<file path="config.mk">
export PLATFORM = sky130hd
export DESIGN_NAME = companion_action_sequencer
export DESIGN_NICKNAME = d
export VERILOG_FILES = /design/src/rtl/companion_pkg.sv /design/src/rtl/companion_action_sequencer_frame_timer.sv /design/src/rtl/companion_action_sequencer.sv
export SDC_FILE = /design/constraint.sdc
export NUM_CORES = 1
export LEC_CHECK = 0
export ABC_AREA = 1
export ABC_CLOCK_PERIOD_IN_PS = 4050
export CAP_MARGIN = 20
export CORE_MARGIN = 2
export CORE_UTILIZATION = 40
export CTS_CLUSTER_DIAMETER = 40
export CTS_CLUSTER_SIZE = 10
export DETAILED_ROUTE_END_ITERATION = 7
export GPL_TIMING_DRIVEN = 1
export PLACE_DENSITY = 0.68
export SLEW_MARGIN = 15
export SYNTH_ARGS = -nofsm -noshare
export SYNTH_HDL_FRONTEND = slang
export SYNTH_SLANG_ARGS = --single-unit
</file>
<file path="constraint.sdc">
create_clock -name clk -period 4.05 [get_ports clk]
set_clock_uncertainty 0.2 [all_clocks]
set_input_delay 0.81 -clock clk [delete_from_list [all_inputs] [get_ports clk]]
set_output_delay 0.81 -clock clk [all_outputs]
set_load 0.005 [all_outputs]
</file>
<file path="src/rtl/companion_pkg.sv">
// Shared action codes and sequencer state encoding for the companion menu blocks.
package companion_pkg;

    localparam int unsigned ACT_W   = 2;
    localparam int unsigned FRAME_W = 4;

    typedef enum logic [ACT_W-1:0] {
        ACT_NONE  = 2'd0,
        ACT_FEED  = 2'd1,
        ACT_PLAY  = 2'd2,
        ACT_CLEAN = 2'd3
    } action_e;

    typedef enum logic {
        IDLE = 1'b0,
        RUN  = 1'b1
    } seq_state_e;

endpackage

</file>
<file path="src/rtl/companion_action_sequencer_frame_timer.sv">
// Free-running frame-period timer; tick is high for one cycle every FRAME_TICKS cycles.
module frame_timer #(
    parameter int unsigned FRAME_TICKS = 1
) (
    input  logic clk,
    input  logic rst,
    input  logic clear,
    output logic tick
);

    localparam int unsigned CNT_W = $clog2(FRAME_TICKS + 1);
    localparam logic [CNT_W-1:0] CNT_LAST = CNT_W'(FRAME_TICKS - 1);

    logic [CNT_W-1:0] cnt;
    logic [CNT_W-1:0] cnt_next_c;

    // Next count wraps at the end of each frame period.
    always_comb begin
        cnt_next_c = (cnt == CNT_LAST) ? '0 : CNT_W'(cnt + 1'b1);
    end

    // Tick is registered alongside the count so it lines up with the last cycle of the period.
    always_ff @(posedge clk or posedge rst) begin
        if (rst) begin
            cnt  <= '0;
            tick <= (FRAME_TICKS == 1);
        end else if (clear) begin
            cnt  <= '0;
            tick <= (FRAME_TICKS == 1);
        end else begin
            cnt  <= cnt_next_c;
            tick <= (cnt_next_c == CNT_LAST);
        end
    end

endmodule

</file>
<file path="src/rtl/companion_action_sequencer.sv">
// Runs the frame-timed animation of the selected pet action and an idle loop otherwise.
module companion_action_sequencer #(
    parameter int unsigned CLOCK_FREQ   = 50_000_000,
    parameter int unsigned FRAME_RATE   = 10,
    parameter int unsigned FEED_FRAMES  = 8,
    parameter int unsigned PLAY_FRAMES  = 8,
    parameter int unsigned CLEAN_FRAMES = 12,
    parameter int unsigned IDLE_FRAMES  = 4
) (
    input  logic       clk,
    input  logic       rst,
    input  logic       exec,
    input  logic [1:0] selected,
    input  logic       abort,
    output logic       exec_status,
    output logic [1:0] sprite_id,
    output logic [3:0] frame_index,
    output logic       frame_strobe
);

    import companion_pkg::*;

    // Frame counts are expected to lie in 1..16 so the last index fits in 4 bits.
    localparam int unsigned RAW_TICKS   = CLOCK_FREQ / FRAME_RATE;
    localparam int unsigned FRAME_TICKS = (RAW_TICKS < 1) ? 1 : RAW_TICKS;

    localparam logic [FRAME_W-1:0] IDLE_LAST  = FRAME_W'(IDLE_FRAMES - 1);
    localparam logic [FRAME_W-1:0] FEED_LAST  = FRAME_W'(FEED_FRAMES - 1);
    localparam logic [FRAME_W-1:0] PLAY_LAST  = FRAME_W'(PLAY_FRAMES - 1);
    localparam logic [FRAME_W-1:0] CLEAN_LAST = FRAME_W'(CLEAN_FRAMES - 1);

    seq_state_e         state;
    action_e            action;
    logic               exec_q;
    logic               tick;
    logic               start_go_c;
    logic               abort_go_c;
    logic               timer_clear_c;
    logic [FRAME_W-1:0] run_last_c;

    // Start is a rising edge of exec with a real action while idle; abort only matters in RUN.
    always_comb begin
        start_go_c    = exec && !exec_q && (state == IDLE) && (selected != ACT_NONE);
        abort_go_c    = (state == RUN) && abort;
        timer_clear_c = start_go_c || abort_go_c;
    end

    // Last frame index of the latched action.
    always_comb begin
        run_last_c = FEED_LAST;
        case (action)
            ACT_PLAY:  run_last_c = PLAY_LAST;
            ACT_CLEAN: run_last_c = CLEAN_LAST;
            default:   run_last_c = FEED_LAST;
        endcase
    end

    frame_timer #(
        .FRAME_TICKS(FRAME_TICKS)
    ) u_frame_timer (
        .clk  (clk),
        .rst  (rst),
        .clear(timer_clear_c),
        .tick (tick)
    );

    // Sequencer FSM with registered sprite/frame/handshake outputs.
    always_ff @(posedge clk or posedge rst) begin
        if (rst) begin
            state        <= IDLE;
            action       <= ACT_NONE;
            exec_q       <= 1'b0;
            exec_status  <= 1'b1;
            sprite_id    <= 2'd0;
            frame_index  <= '0;
            frame_strobe <= 1'b0;
        end else begin
            exec_q       <= exec;
            frame_strobe <= 1'b0;
            case (state)
                IDLE: begin
                    if (start_go_c) begin
                        state        <= RUN;
                        action       <= action_e'(selected);
                        sprite_id    <= selected;
                        exec_status  <= 1'b0;
                        frame_index  <= '0;
                        frame_strobe <= 1'b1;
                    end else if (tick) begin
                        frame_index  <= (frame_index == IDLE_LAST) ? '0 : FRAME_W'(frame_index + 1'b1);
                        frame_strobe <= 1'b1;
                    end
                end
                RUN: begin
                    if (abort_go_c || (tick && (frame_index == run_last_c))) begin
                        state        <= IDLE;
                        exec_status  <= 1'b1;
                        sprite_id    <= 2'd0;
                        frame_index  <= '0;
                        frame_strobe <= 1'b1;
                    end else if (tick) begin
                        frame_index  <= FRAME_W'(frame_index + 1'b1);
                        frame_strobe <= 1'b1;
                    end
                end
                default: begin
                    state <= IDLE;
                end
            endcase
        end
    end

endmodule

</file>
==> summary.txt <==
Global route
  – Vias in the first global route: approximately 1.8k
  – GRT Total Usage: about 17%
  – GR met3 Demand/Resource: 3.72%
  – Initial antenna violation count: 0
  – Largest net degree at the start of global routing: 37
  – Grt met1 use: 23.3%
  – Global-route wire length before repair: a little over 8000 um
  – Total grt overflow: 0
  – Most Used Layer, Global Route: met2
  – M2 GR Usage: between 20% and 30%

Worst setup path
  – Crit path DAT: between 2 and 2.5 ns
  – WP data required: a little over 4 ns
  – CP cell instances: clkdlybuf4s50_1 -> or2_1 -> nand3_2 -> nand2_4 -> inv_1 -> nand2_2 -> nor3_4 -> nand3_2 -> nor2_2
  – CP max stage cell: clkdlybuf4s50_1
  – WS Path Type: in -> reg
  – Most frequent CP cell: nand3_2
  – Levels on crit path: 9
  – Critical path buffers and inverters: 2
  – CP top delay family: simple AND/OR/NAND/NOR gates
  – Critical Path End Type: flip-flop
  – Critical path peak fanout: 16
  – Largest stage delay on the critical path: between 0.4 and 0.5 ns
  – CP Launch Type: primary input
  – Depth of the worst register-to-register path: 10

STA
  – Slew margin rel.: between 60% and 70%
  – Worst Tran Pin Value: 0.451 ns
  – Final Hold Fails: 0
  – Setup TNS: 0 ns
  – Final Max Tran Viols: 0
  – RSZ-0062 raised after global routing: no
  – Hold slack: around 0.26 ns
  – Setup violations, final: 0
  – Final worst-path cycle share: 60.8%
  – Achievable Freq: around 410 MHz
  – Fin crit period: 2.46 ns

Placed design
  – DPL Wire Length: 3470 um
  – Placed cells: 370
  – # port buffers: 13
  – GP Congestion: roughly 0.87

Yosys
  – Synthesized cell area: approximately 2200 sq um
  – Unique masters post-synth: 30
  – Syn_nets: 295
  – Yosys reg bits: 36
  – Synth warnings: 0
  – Avg Cell Area, Syn: 7.60 sq um
  – Post-synthesis sequential area ratio: 41.4%
  – Synthesized instance count: approximately 290

Route
  – Wire per inst: about 12 um
  – Via count: 1859
  – Antenna-violating nets left: 0
  – Final WL: ~4600 um
  – Drt via density: ~4.9
  – 1st-iter DRT viols: approximately 130
  – DRT Pass-1 Iters: 4
  – Detailed-route DRC error count: 0

Final layout
  – Most frequent cells in the layout: nand2_1 (73), nor2_1 (52), dfrtp_1 (35)
  – Synth-to-Final Area Change: 14.7%
  – # fillers: 518
  – Post-Layout Cell Count: around 380
  – Nets: approximately 320
  – Share of post-route cells with drive strength above 1: between 10% and 20%
  – Ant. Diodes: 0
  – Core Util, Final: around half
  – Commonest non-fill, non-tap cell in the layout: nand2_1

Floorplanning
  – Initial core utilization: between 40 and 50%
  – Die area: approximately 6000 sq um
  – Die Wd: between 70 and 80 um
  – Row count: 26
  – Core area: 5170 sq um
  – Die height: between 70 and 80 um
  – I/O pins: 14

Power
  – P per Cell Area: between 400 and 500 nW/um^2
  – Leak: between 1 and 1.5 nW
  – VDD IR max: between 200 and 300 uV

Clock tree
  – Post-CTS resize count: 0
  – CTS tree: done
  – Max Root-Sink Buffers: 2
  – Clock-pin slew on the worst setup and hold paths: 0.07 ns
  – Clock Sinks: 36
  – Clock latency at the later pin of the worst-skew pair: just under 0.3 ns
  – H-tree depth: 2
  – Inserted Clock Buffers: 5
  – Post-CTS setup buffer count: 0
  – Root buf cell: clkbuf_8
  – Hold_buf cts: 0

Job
  – Number of max-cap violations: 0

Hold path
  – WHS Path Cells: 2
  – Worst hold-check path type: reg -> reg

Outcome
  – Status: finished, final reports clean
==> worst paths after layout <==
check / startpoint / endpoint / slack (ns)
worst max-delay path: selected[1] / u_frame_timer.tick$_DFF_PP0_ / 1.59
worst min register to register: exec_status$_DFFE_PP1P_ / exec_status$_DFFE_PP1P_ / 0.26
worst min-delay path: exec_status$_DFFE_PP1P_ / exec_status$_DFFE_PP1P_ / 0.26
max in group asynchronous: rst / exec_status$_DFFE_PP1P_ / 2.59
min in group asynchronous: rst / u_frame_timer.cnt[3]$_DFF_PP0_ / 0.72
worst max register to register: u_frame_timer.cnt[0]$_DFF_PP0_ / u_frame_timer.tick$_DFF_PP0_ / 2.03
==> cell families (layout without fill, tap and decap cells) <==
family	Yosys count	count (layout)	share of synthesized area, %
xor gates and xnor gates	8	8	3.56
AOI/OAI and AO/OA	11	11	2.75
DFF	36	36	41.4
buffers and inverters	33	54	5.74
adders and majority gates	2	2	1.15
and+or+nand+nor	197	197	45.4
==> final cells by class <==
type	count	area [sq um]	share of cell area, %
Inverter	32	121	4.85
Tap cell	70	87.6	3.50
Sequential cell	36	902	36.0
Multi-Input combinational cell	218	1150	46.1
Timing Repair Buffer	14	138	5.50
Clock buffer	8	100	4.00
==> cells in the mapped netlist (all sizes together) <==
cell / count / share of area [%]
inv: 31 / 5.3
xor2: 6 / 2.8
nand3: 27 / 8.1
o21ai: 4 / 0.92
dfrtp: 35 / 40
nand3b: 1 / 0.34
nand2: 84 / 16
nand4: 8 / 2.3
ha: 2 / 1.1
a21oi: 6 / 1.5
a31oi: 1 / 0.29
and2: 1 / 0.29
nor3: 7 / 2.1
nor2: 68 / 16
dfstp: 1 / 1.2
or2: 1 / 0.29
clkinv: 1 / 0.23
xnor2: 2 / 0.80
clkbuf: 1 / 0.17
==> metal layers <==
metal,routed length (um),share of wire (%),vias to the layer above
met1,2180,48,853
met2,2120,46,58
li1,-,-,942
met5,0,0,-
met4,44,0.96,0
met3,224,4.9,6
==> through the flow <==
| step | cell area, sq um | setup WS (ns) | total power, mW |
|---|---|---|---|
| after detailed placement | 2400 | 1.26 | 0.804 |
| after CTS | 2500 | 1.57 | 1.08 |
| after global placement | 2400 | 1.34 | 0.797 |
| after global routing | 2500 | 1.45 | 1.15 |
| after floorplan | 2180 | 1.96 | 0.681 |
| final | 2500 | 1.59 | 1.07 |
==> sequential cells by signal (all words and copies together) (netlist names) <==
register,count
u_frame_timer.tick,1
sprite_id,2
frame_index,4
frame_strobe,1
exec_status,1
state,1
exec_q,1
action,2
u_frame_timer.cnt,23
==> power by group <==
group	switching (mW)	internal, mW
Sequential	0.0659	0.431
Clock	0.123	0.155
Combinational	0.165	0.135
==> worst min-delay path, delay by kind of cell, from the launching register on <==
family / cells / cell delay, ns
AOI/OAI and AO/OA: 1 / 0.05
buffers and inverters: 1 / 0.04
DFF: 1 / 0.37
Power figures use the tool's default switching activity.
